[src/rtl/ldst_pkg.sv]
// Shared types and default widths for the load/store burst sequencer.
// Imported by xfer_addr_gen and ldst_sequencer.
package ldst_pkg;

  localparam int LDST_MEM_AW = 8;
  localparam int LDST_REG_AW = 4;
  localparam int LDST_LEN_W  = 4;

  typedef enum logic [2:0] {
    IDLE,
    LD_ADDR,
    LD_WB,
    ST_WR,
    DONE
  } ldst_state_t;

  typedef enum logic {
    OP_LOAD  = 1'b0,
    OP_STORE = 1'b1
  } ldst_op_t;

endpackage

[src/rtl/xfer_addr_gen.sv]
// Burst address/length counters: cur_m, cur_r, rem.
// Ports: load latches a command, step advances one word, last flags rem==0.
module xfer_addr_gen
  import ldst_pkg::*;
#(
  parameter int MEM_AW = LDST_MEM_AW,
  parameter int REG_AW = LDST_REG_AW,
  parameter int LEN_W  = LDST_LEN_W
) (
  input  logic              clk,
  input  logic              reset,
  input  logic              load,
  input  logic              step,
  input  logic [MEM_AW-1:0] mem_addr,
  input  logic [REG_AW-1:0] reg_addr,
  input  logic [LEN_W-1:0]  len_m1,
  output logic [MEM_AW-1:0] cur_m,
  output logic [REG_AW-1:0] cur_r,
  output logic              last
);

  logic [LEN_W-1:0] rem;

  always_ff @(posedge clk) begin
    if (reset) begin
      cur_m <= '0;
      cur_r <= '0;
      rem   <= '0;
    end else if (load) begin
      cur_m <= mem_addr;
      cur_r <= reg_addr;
      rem   <= len_m1;
    end else if (step) begin
      // addresses wrap naturally at their widths
      cur_m <= cur_m + 1'b1;
      cur_r <= cur_r + 1'b1;
      if (rem != '0)
        rem <= rem - 1'b1;
    end
  end

  assign last = (rem == '0);

endmodule

[src/rtl/ldst_sequencer.sv]
// Burst sequencer driving DataMemory/RegisterFile control for LOAD/STORE.
// Ports: start/op/mem_addr/reg_addr/len_m1 in; busy/done, D_*/RF_* controls out.
module ldst_sequencer
  import ldst_pkg::*;
#(
  parameter int MEM_AW = LDST_MEM_AW,
  parameter int REG_AW = LDST_REG_AW,
  parameter int LEN_W  = LDST_LEN_W
) (
  input  logic              clk,
  input  logic              reset,
  input  logic              start,
  input  logic              op,
  input  logic [MEM_AW-1:0] mem_addr,
  input  logic [REG_AW-1:0] reg_addr,
  input  logic [LEN_W-1:0]  len_m1,
  output logic              busy,
  output logic              done,
  output logic [MEM_AW-1:0] D_addr,
  output logic              D_W_en,
  output logic              RF_W_en,
  output logic [REG_AW-1:0] RF_W_addr,
  output logic [REG_AW-1:0] RF_Ra_addr
);

  ldst_state_t state_q, state_d;

  logic              load, step, last;
  logic [MEM_AW-1:0] cur_m;
  logic [REG_AW-1:0] cur_r;

  logic s_ld_addr, s_ld_wb, s_st_wr, s_done;

  logic [MEM_AW-1:0] d_hold;
  logic [REG_AW-1:0] rfw_hold, rfa_hold;

  assign load = (state_q == IDLE) && start;
  assign step = s_ld_wb || s_st_wr;

  xfer_addr_gen #(
    .MEM_AW(MEM_AW),
    .REG_AW(REG_AW),
    .LEN_W (LEN_W)
  ) u_gen (
    .clk     (clk),
    .reset   (reset),
    .load    (load),
    .step    (step),
    .mem_addr(mem_addr),
    .reg_addr(reg_addr),
    .len_m1  (len_m1),
    .cur_m   (cur_m),
    .cur_r   (cur_r),
    .last    (last)
  );

  always_ff @(posedge clk) begin
    if (reset)
      state_q <= IDLE;
    else
      state_q <= state_d;
  end

  always_comb begin
    state_d = state_q;
    unique case (state_q)
      IDLE: begin
        if (start)
          state_d = (ldst_op_t'(op) == OP_STORE)
                  ? ST_WR : LD_ADDR;
      end
      LD_ADDR: state_d = LD_WB;
      LD_WB:   state_d = last ? DONE : LD_ADDR;
      ST_WR:   state_d = last ? DONE : ST_WR;
      DONE:    state_d = IDLE;
      default: state_d = IDLE;
    endcase
  end

  always_comb begin
    s_ld_addr = 1'b0;
    s_ld_wb   = 1'b0;
    s_st_wr   = 1'b0;
    s_done    = 1'b0;
    unique case (state_q)
      LD_ADDR: s_ld_addr = 1'b1;
      LD_WB:   s_ld_wb   = 1'b1;
      ST_WR:   s_st_wr   = 1'b1;
      DONE:    s_done    = 1'b1;
      default: ;
    endcase
  end

  // Addresses keep their last driven value once the burst ends,
  // so a copy is captured every active cycle.
  always_ff @(posedge clk) begin
    if (reset) begin
      d_hold   <= '0;
      rfw_hold <= '0;
      rfa_hold <= '0;
    end else begin
      if (s_ld_addr || s_ld_wb || s_st_wr)
        d_hold <= cur_m;
      if (s_ld_addr || s_ld_wb)
        rfw_hold <= cur_r;
      if (s_st_wr)
        rfa_hold <= cur_r;
    end
  end

  assign busy       = (state_q != IDLE);
  assign done       = s_done;
  assign D_W_en     = s_st_wr;
  assign RF_W_en    = s_ld_wb;
  assign D_addr     = (s_ld_addr || s_ld_wb || s_st_wr)
                    ? cur_m : d_hold;
  assign RF_W_addr  = (s_ld_addr || s_ld_wb)
                    ? cur_r : rfw_hold;
  assign RF_Ra_addr = s_st_wr ? cur_r : rfa_hold;

endmodule

[config.mk]
export PLATFORM = sky130hd
export DESIGN_NAME = ldst_sequencer
export DESIGN_NICKNAME = d
export VERILOG_FILES = /design/src/rtl/ldst_pkg.sv /design/src/rtl/xfer_addr_gen.sv /design/src/rtl/ldst_sequencer.sv
export SDC_FILE = /design/constraint.sdc
export NUM_CORES = 1
export LEC_CHECK = 0
export CORE_ASPECT_RATIO = 1.5
export CORE_UTILIZATION = 28
export DETAILED_ROUTE_END_ITERATION = 8
export GPL_TIMING_DRIVEN = 0
export PLACE_DENSITY = 0.55
export SYNTH_ARGS = -nofsm -noshare
export SYNTH_HDL_FRONTEND = slang
export SYNTH_HIERARCHICAL = 1
export SYNTH_SLANG_ARGS = --single-unit
[constraint.sdc]
create_clock -name clk -period 2 [get_ports clk]
set_input_delay 0.3 -clock clk [delete_from_list [all_inputs] [get_ports clk]]
set_output_delay 0.3 -clock clk [all_outputs]
set_load 0.1 [all_outputs]
==> Word-level counts from Yosys, hierarchy flattened <==
Index checks and enable logic that the tools add are counted.
{ "op_classes": {"eq_ne": 5, "n_div": 0, "add_sub_neg": 3, "n_shift": 0, "n_lt_le_gt_ge": 0, "n_reduce_logical": 11, "bitwise_logic": 0, "mul": 0, "muxes": 19} }
{ "op_table": {"columns": ["operator", "n"], "rows": [
  ["$mux 4", 7],
  ["$mux 8", 3],
  ["$pmux 3 s4", 1],
  ["$mux 3", 3],
  ["$add 8x1->8 const B", 1],
  ["$eq 3x2->1 const B", 2],
  ["$add 4x1->4 const B", 1],
  ["$logic_not 4->1", 1],
  ["$mux 1", 4],
  ["$reduce_bool 2->1", 2],
  ["$reduce_bool 4->1", 1],
  ["$sub 4x1->4 const B", 1],
  ["$eq 3x1->1 const B", 1],
  ["$eq 3x3->1 const B", 1],
  ["$logic_not 3->1", 1],
  ["$logic_or 1x1->1", 3],
  ["$reduce_bool 3->1", 1],
  ["$mux 2", 1],
  ["$ne 2x2->1 const B", 1],
  ["$reduce_and 2->1", 1],
  ["$logic_and 1x1->1", 1]
]} }
{ "word_totals": {"latchBits": 0, "word_cells": 45, "rom_bits": 0, "mem_count": 0, "output_inout_bits": 20, "regBits": 35, "in_bits": 20, "ramBits": 0} }

==> Depth between registers and ports, before layout <==
Gate-level depths: netlist of run 1.
{ "depth": {"ltp_word": 5, "depth_mapped": 8, "depth_no_buf": 6} }

==> Modules after synthesis <==
The synthesis of run 1 kept the hierarchy.
{ "by_module_without_submodules": {"columns": ["mod", "seq_area_each_um2", "instances", "cells_per_inst", "area_per_inst_um2"], "rows": [
  ["ldst_sequencer", 380.4, 1, 81, 958.4],
  ["xfer_addr_gen", 320.3, 1, 105, 893.4]
]} }

==> Least setup slack after synthesis of run 1 <==
Ideal clock, no wire load.
{ "synth_path": {"path_kind": "register to output", "start": "register state_q[2]", "end": "output port done", "slack_ps": -965, "t_arrival_ps": 2665, "required_time_ps": 1700, "path_stages_with_launch": 2, "n_path_buf": 0, "cell_sequence": "dfxtp_1 > nor3b_1"} }
{ "synth_via": {"elab_chain_cells": 2} }
{ "synth_rtl": {"columns": ["item", "line", "text"], "rows": [
  ["from (decl)", "ldst_sequencer.sv:26", "ldst_state_t state_q, state_d;"],
  ["from (signal assigned)", "ldst_sequencer.sv:61", "state_q <= state_d;"],
  ["$eq 3x3->1", "ldst_sequencer.sv:85", "unique case (state_q)"],
  ["$mux 1", "ldst_sequencer.sv:85", null],
  ["to (decl)", "ldst_sequencer.sv:18", "output logic done,"]
]} }
Every way passes these cells.

==> Worst setup path in the final report of run 1 <==
{ "layout_path": {"start": "register state_q[1]", "end": "output port RF_W_addr[1]"} }
{ "layout_via": {"elab_chain_cells": 4, "word_cells_on_any_way": 6, "cone_classes": "2 x eq/ne; 3 x mux; 1 x reduce/logical"} }
{ "layout_rtl": {"columns": ["item", "line", "text"], "rows": [
  ["$eq 3x1->1 or $eq 3x2->1 (tied branches)", "ldst_sequencer.sv:85", null],
  ["$mux 1", "ldst_sequencer.sv:85", null],
  ["$logic_or 1x1->1 *", "ldst_sequencer.sv:117", "assign RF_W_addr = (s_ld_addr || s_ld_wb)"],
  ["$mux 4 *", null, null],
  ["to (decl)", "ldst_sequencer.sv:22", "output logic [REG_AW-1:0] RF_W_addr,"]
]} }
Every way passes the cells marked *; elsewhere a longest branch is shown, timed or not.

==> reports/results.md, run 1 <==
GRT
• **GRT Residual Overflow** 0
• **via count of the first global-routing pass** 1447
• **number of antenna violations at the first check in global routing** 0
• **maximum number of pins on one net before global-route repair** 11
• **global-route wire length before repair** 6730 um
• **Total GRT Usage** 0.130

Clocking
• **Max Root-Sink Buffers** 2
• **number of CTS-inserted buffers** 5
• **TritonCTS clock tree** yes
• **H-tree depth reported by CTS** 2
• **clock edge transition at the registers on the reported setup and hold paths** 70 ps
• **# clock sinks** 35
• **clock latency on the worst-skew pair** 280 ps
• **number of buffers inserted by hold repair at cts** 0
• **cell at the root of the clock tree** sky130_fd_sc_hd__clkbuf_8

Outcome
• **run status** complete, no violations

Hold path
• **Endpoint, Worst Hold** rfw_hold[3]
• **Hold WC Path Type** reg2reg
• **hold_sp** rfw_hold[3]
• **cell depth of the worst hold path** 2

Final layout
• **final-layout fill cell count** 648
• **Non-Filler Cell Area, Final** 2460 um2
• **Inserted Diodes** 0
• **Layout area overhead** 32.6%
• **net total in the final layout** 259
• **fraction of final layout cells sized beyond drive strength 1** 0.283

Floorplanning
• **vertical extent of the die** 102 um
• **Site Rows** 35
• **die outline width** 68.4 um
• **I/O pins** 40
• **Core Footprint** 6260 um2
• **area of the die** 6950 um2
• **starting density of the core** 0.296

Power and ir drop
• **share of power burned in registers** 0.371
• **clock network power share** 0.257
• **net switching share of the total power** 0.374
• **combinational power share** 0.372
• **leakage power of the design** 0.00106 uW
• **switching power** 826 uW
• **power density over the cells** 899 nW/um2
• **cell-internal power** 1380 uW
• **Max rail drop VDD** 0.244 mV

Place
• **Buffers on Ports** 39
• **final weighted congestion in routability-driven placement** 0.788
• **Detail Placement HPWL** 3050 um
• **Cell Area, Placed** 2340 um2

Timing
• **final period utilization** 0.979
• **hold_ws** 477 ps
• **total negative setup slack** 0 ps
• **Peak Freq** 0.511 GHz
• **final hold vios** 0
• **Max-slew headroom** 0.641
• **measured slew at the worst slew-check pin** 541 ps
• **clock period minus worst slack** 1960 ps
• **setup repair after global routing missed its margin** true
• **Final setup violation count** 0
• **Final Slew Violations** 0
• **Max Clock Skew** 6.94 ps

Worst setup path
• **FF-to-FF path depth** 8
• **Max FO, Critical Path** 7
• **crit path launch type** flip-flop
• **Worst EP required** 1700 ps
• **Setup crit end kind** primary output
• **launching point of the worst reg2reg path** state_q[1]
• **internal reg-to-reg setup slack** 160 ps
• **path type of the worst setup path** reg2out
• **endpoint arrival time on the critical path** 1660 ps
• **worst reg2reg endpoint** u_gen/cur_m[3]

Yosys
• **combined area of all synthesized cells** 1850 um2
• **area share of the largest cell type after synthesis** 0.378
• **total of warnings raised by yosys** 6
• **#FFs+latches synth** 35
• **part of the Yosys area used for sequential elements** 0.378
• **asr flop ratio synth** 0
• **top-count cell post-synth** sky130_fd_sc_hd__dfxtp_1
• **synthesized net count** 209
• **count of mapped cells out of synthesis** 186
• **number of distinct library cells after synthesis** 47
• **number of enable-type register cells in the synthesized netlist** 0
• **biggest area contributors in the synthesized netlist** sky130_fd_sc_hd__dfxtp_1, sky130_fd_sc_hd__mux2_4, sky130_fd_sc_hd__nand2b_1
• **leading register cell type out of synthesis** sky130_fd_sc_hd__dfxtp_1
• **Yosys top cell by area** sky130_fd_sc_hd__dfxtp_1
• **syn avg cell area** 9.96 um2
• **most frequent cells after synthesis** sky130_fd_sc_hd__dfxtp_1, sky130_fd_sc_hd__nand2_1, sky130_fd_sc_hd__nor2_1

Routing
• **WL/cell** 13.5 um
• **residual antenna-violating net count after detailed routing** 0
• **top layer reached by signal wires** met4
• **Detailed Route Iter0 Violations** 45
• **DRC violation count after routing** 0
• **vias per cell** 4.76
• **total vias in the final route** 1481
• **routed metal-1 wire length** 1870 um
• **router iterations before antenna repair** 6
• **met2 layer wire length in the routed design** 2130 um
• **detailed route wirelength on metal3** 127 um
• **Detailed Route WL** 4190 um

Job
• **Maximum Capacitance Violations** 0

cell families after synthesis:
family,synth area share
AOI/OAI and AO/OA,0.121
xor gates and xnor gates,0.0419
muxes,0.161
buffers and inverters,0.0493
and+or+nand+nor,0.228
DFF,0.378
adders and majority gates,0.0203
metal layers:
metal	GRT usage	vias up
li1	-	749
met1	0.150	699
met2	0.220	29
met3	0.0293	4
met4	0.0625	0
met5	0	-
per-stage QoR:
stage                     instances   util  setup slack [ps]  power, uW
final                           311  0.392              41.9       2210
after global routing            311  0.392             -22.4       2310
after CTS                       310  0.387              8.32       2210
after detailed placement        299  0.374              -509       1630
after global placement          299  0.374              -486       1620
after floorplan                 186      -              27.0       1440
registers in the layout, summed over array words and instances (netlist names):
name	flops
rfw_hold	4
d_hold	8
u_gen/rem	4
rfa_hold	4
u_gen/cur_m	8
state_q	3
u_gen/cur_r	4
critical path: stages (launching register included):
cell and delay, ps:
sky130_fd_sc_hd__dfxtp_1 310, sky130_fd_sc_hd__buf_6 140, sky130_fd_sc_hd__xnor2_2 150, sky130_fd_sc_hd__nor2_4 150
sky130_fd_sc_hd__buf_4 150, sky130_fd_sc_hd__mux2_4 310, sky130_fd_sc_hd__buf_8 180
power groups by stage:
| stage | Combinational, uW | Sequential [uW] | Clock (uW) |
|---|---|---|---|
| after global placement | 790 | 834 | 0 |
| after global routing | 874 | 829 | 612 |
| final | 822 | 820 | 567 |
| after CTS | 805 | 820 | 582 |
| after detailed placement | 796 | 834 | 0 |
| after floorplan | 629 | 816 | 0 |
cell type report:
class / count / area [um2] / area share
Clock buffer: 8 / 100 / 0.0408
Inverter: 7 / 26.3 / 0.0107
Sequential cell: 35 / 702 / 0.286
Timing Repair Buffer: 43 / 392 / 0.159
Tap cell: 74 / 92.6 / 0.0377
Buffer: 11 / 71.3 / 0.0290
Multi-Input combinational cell: 133 / 1070 / 0.437
how the worst max path moves through the flow:
stage	startpoint	to	slack (ps)	cells after the start
global route	state_q[1]	RF_W_addr[1]	-20	6
global placement	state_q[1]	RF_W_addr[1]	-490	5
finish	state_q[1]	RF_W_addr[1]	40	6
CTS	state_q[1]	RF_W_en	8	4
floorplan	state_q[2]	done	30	1
detailed placement	state_q[1]	RF_W_addr[2]	-510	5
cell usage in the layout, fill, tap and decap left out, drive strengths merged, types with 3 or more instances in the layout:
cell           count
a311oi             3
mux2              18
dfxtp             35
and2b              8
nor3b              4
nor2b              4
a21oi              6
a211oi             6
nand2b            10
inv                7
buf               26
xor2               7
clkdlybuf4s15      3
clkdlybuf4s50     19
nand3              4
nor2              14
ha                 3
mux2i              5
nand4              4
clkbuf            14
nand2             13
what timing repair did:
item	in CTS	in global routing
setup endpoints to repair	29	27
buffers inserted	3	1
pin swaps	0	1
gates resized for setup	106	7
No activity file was read; power rests on OpenSTA's default activity.
==> run 2: changes to the inputs <==
--- a/config.mk
+++ b/config.mk
@@ -8,6 +8,7 @@
 export CORE_ASPECT_RATIO = 1.5
 export CORE_UTILIZATION = 28
 export DETAILED_ROUTE_END_ITERATION = 8
+export GPL_ROUTABILITY_DRIVEN = 0
 export GPL_TIMING_DRIVEN = 0
 export PLACE_DENSITY = 0.55
 export SYNTH_ARGS = -nofsm -noshare
==> results of run 2 <==
The final DEF is identical to that of run 1; final timing and power are the same.
==> run 3: changes to the inputs <==
--- a/config.mk
+++ b/config.mk
@@ -6,12 +6,11 @@
 export NUM_CORES = 1
 export LEC_CHECK = 0
 export CORE_ASPECT_RATIO = 1.5
-export CORE_UTILIZATION = 28
+export CORE_UTILIZATION = 45
 export DETAILED_ROUTE_END_ITERATION = 8
 export GPL_ROUTABILITY_DRIVEN = 0
 export GPL_TIMING_DRIVEN = 0
-export PLACE_DENSITY = 0.55
+export PLACE_DENSITY = 0.79
 export SYNTH_ARGS = -nofsm -noshare
 export SYNTH_HDL_FRONTEND = slang
-export SYNTH_HIERARCHICAL = 1
 export SYNTH_SLANG_ARGS = --single-unit
==> reports/results.md, run 3 <==
Yosys
• **top-count cell post-synth** sky130_fd_sc_hd__dfxtp_1
• **biggest area contributors in the synthesized netlist** sky130_fd_sc_hd__dfxtp_1, sky130_fd_sc_hd__mux2_4, sky130_fd_sc_hd__nor2b_1
• **most frequent cells after synthesis** sky130_fd_sc_hd__dfxtp_1, sky130_fd_sc_hd__nor2_1, sky130_fd_sc_hd__nor2b_1
• **simple-gate share of the synthesized area** 0.235
• **#FFs+latches synth** 35
• **count of mapped cells out of synthesis** 174
• **leading register cell type out of synthesis** sky130_fd_sc_hd__dfxtp_1
• **number of distinct library cells after synthesis** 37
• **synthesized net count** 197
• **post-synthesis mux area share** 0.124
• **area share of the largest cell type after synthesis** 0.414
• **asr flop ratio synth** 0
• **total of warnings raised by yosys** 0
• **combined area of all synthesized cells** 1690 um2
• **post-synthesis share of cell area spent on xor and xnor gates** 0.0673
• **Yosys top cell by area** sky130_fd_sc_hd__dfxtp_1
• **adder and majority cell fraction of the synthesized area** 0.0222
• **part of the Yosys area used for sequential elements** 0.414
• **syn avg cell area** 9.73 um2
• **share of the synthesized area in compound gates (AO/OA/AOI/OAI)** 0.0939
• **number of enable-type register cells in the synthesized netlist** 0
• **main combinational cell family by area after synthesis** simple AND/OR/NAND/NOR gates

Final layout
• **leading cell type in the layout, fill and taps excluded** sky130_fd_sc_hd__dfxtp_1
• **Layout area overhead** 45.2%
• **Inserted Diodes** 0
• **commonest cells after routing, fill and taps aside** sky130_fd_sc_hd__dfxtp_1, sky130_fd_sc_hd__nor2_1, sky130_fd_sc_hd__clkdlybuf4s50_1
• **utilization after layout** 0.700
• **net total in the final layout** 253
• **fraction of final layout cells sized beyond drive strength 1** 0.313
• **Top Registers** d_hold: 8 flops, u_gen.cur_m: 8 flops
• **post-layout instance count excluding filler cells** 272
• **final-layout fill cell count** 279

Floorplanning
• **vertical extent of the die** 77.1 um
• **I/O pins** 40
• **die outline width** 52.1 um
• **area of the die** 4020 um2
• **starting density of the core** 0.482
• **Site Rows** 26
• **Core Footprint** 3510 um2

Power and ir drop
• **overall power consumption** 2280 uW
• **leakage power of the design** 0.00103 uW
• **power density over the cells** 926 nW/um2
• **Max rail drop VDD** 0.682 mV

Timing
• **Final setup violation count** 0
• **final period utilization** 0.981
• **hold_ws** 389 ps
• **Final Slew Violations** 0
• **Max-slew headroom** 0.640
• **final hold vios** 0
• **measured slew at the worst slew-check pin** 542 ps
• **total negative setup slack** 0 ps
• **setup repair after global routing missed its margin** true
• **Max Clock Skew** 3.92 ps
• **Peak Freq** 0.510 GHz
• **clock period minus worst slack** 1960 ps

Clocking
• **H-tree depth reported by CTS** 2
• **clock latency on the worst-skew pair** 280 ps
• **number of buffers inserted by hold repair at cts** 0
• **TritonCTS clock tree** yes
• **number of CTS-inserted buffers** 5
• **Max Root-Sink Buffers** 2
• **# clock sinks** 35
• **cell at the root of the clock tree** sky130_fd_sc_hd__clkbuf_8
• **clock edge transition at the registers on the reported setup and hold paths** 70 ps

GRT
• **via count of the first global-routing pass** 1396
• **maximum number of pins on one net before global-route repair** 11
• **GRT Residual Overflow** 0
• **number of antenna violations at the first check in global routing** 0
• **Total GRT Usage** 0.207
• **global-route wire length before repair** 6270 um

Routing
• **router iterations before antenna repair** 4
• **residual antenna-violating net count after detailed routing** 0
• **total vias in the final route** 1400
• **Detailed Route Iter0 Violations** 25
• **vias per cell** 5.15
• **DRC violation count after routing** 0
• **WL/cell** 14.1 um
• **Detailed Route WL** 3850 um

Worst setup path
• **Worst EP required** 1700 ps
• **crit path launch type** flip-flop
• **path type of the worst setup path** reg2out
• **endpoint arrival time on the critical path** 1660 ps
• **internal reg-to-reg setup slack** 350 ps
• **Setup crit end kind** primary output
• **Max FO, Critical Path** 6

Hold path
• **Hold WC Path Type** in2reg

Place
• **Buffers on Ports** 38
• **placed insts** 254
• **Detail Placement HPWL** 2540 um

Outcome
• **run status** complete, no violations

Job
• **Maximum Capacitance Violations** 0

run 3: changes by cell type after synthesis, moves of 4 or more:
cell	previous run	this run
sky130_fd_sc_hd__nor2b_1	4	17
sky130_fd_sc_hd__mux2i_1	5	0
sky130_fd_sc_hd__mux2_4	12	8
sky130_fd_sc_hd__nor2_1	13	20
sky130_fd_sc_hd__a211oi_1	6	11
sky130_fd_sc_hd__and2b_1	8	1
sky130_fd_sc_hd__xnor2_1	0	7
sky130_fd_sc_hd__nand2b_1	10	1
sky130_fd_sc_hd__inv_1	7	3
sky130_fd_sc_hd__mux2_2	4	8
run 3: what timing repair did:
item,4_1_cts,5_1_grt
setup endpoints to repair,20,17
pin swaps,1,3
resized for setup,132,32
buffers inserted,6,5
endpoints found under the hold margin,0,0
run 3: routing by layer:
metal  GRT usage  wire [um]
met4      0.0865         61
met1       0.248       1620
met5           0          0
met2       0.341       1980
met3      0.0496        179
run 3: cell type report:
cell class / count / area [um2] / area share
Multi-Input combinational cell: 125 / 963 / 0.392
Sequential cell: 35 / 703 / 0.286
Timing Repair Buffer: 49 / 571 / 0.232
Clock buffer: 6 / 82.6 / 0.0336
Buffer: 11 / 70.1 / 0.0285
Tap cell: 42 / 52.6 / 0.0214
Inverter: 3 / 11.3 / 0.00458
Clock inverter: 1 / 5.00 / 0.00204
run 3: cells by family after synthesis:
| logic type | after synthesis |
|---|---|
| AND/OR/NAND/NOR | 71 |
| flip-flops | 35 |
| AO/OA/AOI/OAI | 22 |
| multiplexers | 16 |
| buffers and inverters | 14 |
| XOR/XNOR | 13 |
| adder cells (fa/ha/maj) | 3 |
run 3: through the flow:
| stage | area, um2 | setup WS (ps) |
|---|---|---|
| 2_1_floorplan | 1700 | 302 |
| 3_3_place_gp | 2130 | -516 |
| 3_5_place_dp | 2130 | -521 |
| 4_1_cts | 2320 | -71.2 |
| 5_1_grt | 2460 | -24.9 |
| 6_report | 2460 | 38.0 |
run 3: worst paths after layout:
kind	startpoint	endpoint	cells past startpoint
setup / recovery	state_q[1]	RF_W_addr[3]	6
hold / removal	reset	rfw_hold[1]	2
setup reg to reg	state_q[0]	u_gen.cur_m[6]	6
hold reg to reg	u_gen.rem[2]	u_gen.rem[2]	2
run 3: power breakdown:
part | total, uW | switching (uW) | internal (uW)
logic | 940 | 546 | 394
clock network | 509 | 239 | 270
registers | 828 | 63.8 | 764
run 3: worst max-delay path, stage by stage (launching register included):
cell                      delay [ps]
sky130_fd_sc_hd__dfxtp_2         340
sky130_fd_sc_hd__buf_6           130
sky130_fd_sc_hd__xnor2_2         140
sky130_fd_sc_hd__nor2_4          140
sky130_fd_sc_hd__buf_4           140
sky130_fd_sc_hd__mux2_4          310
sky130_fd_sc_hd__buf_12          170
==> patch, RTL diff (flow settings as in run 3) <==
Register the outputs `busy`, `done`, `D_addr`, `D_W_en`, `RF_W_en`, `RF_W_addr` and `RF_Ra_addr`; this adds one clock of latency there.
--- a/src/rtl/ldst_sequencer.sv
+++ b/src/rtl/ldst_sequencer.sv
@@ -108,15 +108,15 @@
     end
   end
 
-  assign busy       = (state_q != IDLE);
-  assign done       = s_done;
-  assign D_W_en     = s_st_wr;
-  assign RF_W_en    = s_ld_wb;
-  assign D_addr     = (s_ld_addr || s_ld_wb || s_st_wr)
-                    ? cur_m : d_hold;
-  assign RF_W_addr  = (s_ld_addr || s_ld_wb)
-                    ? cur_r : rfw_hold;
-  assign RF_Ra_addr = s_st_wr ? cur_r : rfa_hold;
+  always_ff @(posedge clk) begin
+    busy       <= (state_q != IDLE);
+    done       <= s_done;
+    D_addr     <= (s_ld_addr || s_ld_wb || s_st_wr) ? cur_m : d_hold;
+    D_W_en     <= s_st_wr;
+    RF_W_en    <= s_ld_wb;
+    RF_W_addr  <= (s_ld_addr || s_ld_wb) ? cur_r : rfw_hold;
+    RF_Ra_addr <= s_st_wr ? cur_r : rfa_hold;
+  end
 
 endmodule
 
Behaviour: not the same (Yosys sat finds a counterexample within 4 cycles, from zero or initial values and one cycle with reset high).
==> patch against run 3 <==
Via count rose by 19%; sequential cell count rose by 20; global-route usage fell by 1.6 points; sequential share of layout area rose by 12 points; cell area rose by 9.8%; synthesized area rose by 29%; register-to-register slack got worse by 0.11 ns; wire length rose by 15%; setup slack improved by 0.16 ns; power rose by 15%; count of clock-buffer cells in the layout did not move.
==> patch: results (changes against run 3) <==
The setup slack after layout came out at 0.195 ns (+0.157 ns). The number of detailed-route iterations in the first pass is 4 (unchanged). The peak per-stage delay on the critical path is 0.69 ns (+0.35 ns). The largest net degree at the start of global routing came out at 17 (+6). The latest clock arrival within the worst-skew pair is 0.30 ns (+0.02 ns).

The average footprint of a synthesized cell came to 10.5 µm² (+7.7%). The global-route wire length before repair came out at 7300 µm (+17%). The worst clock skew is 0.00945 ns (+0.00553 ns). The global-route total usage across every layer was 19.1% (-1.6 points). The count of vias placed by the detailed router came out at 1664 (+19%).

The placement-stage cell area came out at 0.00264 mm² (+24%). The share of post-route cells with drive strength above 1 is 15.4% (-16 points). The setup-violating endpoint count in the final report is 0 (unchanged). Yosys attributes the largest share of cell area to sky130_fd_sc_hd__dfxtp_1 51%, sky130_fd_sc_hd__mux2_2 6.2%, sky130_fd_sc_hd__a311oi_2 3.4%. The worst ir drop on vdd came to 0.624 mV (-8.5%). The largest fanout on the critical path came to 7 (+1).

By count the netlist is led by 55 x sky130_fd_sc_hd__dfxtp_1, 14 x sky130_fd_sc_hd__nor2_1, 12 x sky130_fd_sc_hd__mux2_2, 12 x sky130_fd_sc_hd__nor2b_1, 11 x sky130_fd_sc_hd__nand2_1. The net count after synthesis came to 231 (+17%). The internal reg-to-reg setup slack is 0.24 ns (-0.11 ns).

The transition time at the pin with the least slew margin came out at 0.953 ns (+0.411 ns). The via-per-instance ratio is 5.23 (+1.7%). The run finished with clean final reports. The average detailed-routed wire length per instance is 13.9 µm (-2.0%). The leakage power figure came out at 0.00111 µW (+7.9%). The post-layout net count was 276 (+9.1%).

The HPWL after detailed placement came out at 3190 µm (+26%). The post-CTS clock slew at the launch and capture registers of the worst setup and hold paths is 0.09 ns (+0.02 ns). The number of H-tree levels came out at 2 (unchanged). The total instance count after detailed placement came to 310 (+22%).

The start point of the critical path is start. The length in cells of the worst reg-to-reg path is 4 (-2). The number of global-route vias before repair is 1604 (+15%). For this design, the slowest cell found on the critical path is sky130_fd_sc_hd__nor4b_2.

The final-layout fill cell count came out at 442 (+58%). The register area share after synthesis is 50.5% (+9.1 points).
patch: changes by cell type after synthesis, moves of 6 or more:
cell                       before  now
sky130_fd_sc_hd__nand3_1        2   10
sky130_fd_sc_hd__mux2_4         8    0
sky130_fd_sc_hd__a211oi_1      11    2
sky130_fd_sc_hd__inv_1          3    9
sky130_fd_sc_hd__nor2_1        20   14
sky130_fd_sc_hd__dfxtp_1       35   55
patch: cell families after synthesis:
family / synth area share [%]
mux: 6.20
xor+xnor: 2.41
simple gates: 18.9
flops: 50.5
compound gates: 14.5
buf+inv: 5.74
fa+ha+maj: 1.72
patch: worst paths after layout:
| check | to |
|---|---|
| setup reg to reg | u_gen.rem[3] |
| hold / removal | rfa_hold[1] |
| hold reg to reg | D_addr[6] |
| setup / recovery | u_gen.rem[3] |
patch: area by class of cell:
cell class                 instances  area share [%]
clock inverter                     2           0.463
tap                               64            2.97
inverter                           9            1.25
multi-input combinational        131            35.3
timing repair buffer              38            13.2
buffer                            13            3.38
sequential                        55            40.8
clock buffer                       6            2.69
patch: power breakdown:
part	leakage [µW]	switching, µW	internal, µW	total [µW]
Combinational	0.000623	530	240	770
Clock	0.0000412	340	245	585
Sequential	0.000450	68.2	1200	1270
patch: critical path: cells and delay by family:
kind / cells / cell delay, ns
simple gates: 2 / 0.81
buf+inv: 1 / 0.53
compound gates: 1 / 0.37
patch: timing repair:
item,CTS,global route
endpoints found under the setup margin,20,0
gates resized for setup,20,0
buffers inserted,0,0
patch: through the flow:
step | power (µW) | utilization (%)
6_report | 2620 | 59.0
2_1_floorplan | 1890 | -
3_5_place_dp | 2100 | 57.7
5_1_grt | 2760 | 59.0
4_1_cts | 2650 | 59.0
3_3_place_gp | 2080 | 57.7
patch: per-layer routing:
metal,wire (µm),global-route usage [%],vias to the layer above
met2,2250,33.2,53
li1,-,-,825
met3,187,4.46,11
met5,0,0,-
met1,1870,21.3,775
met4,95,9.52,0
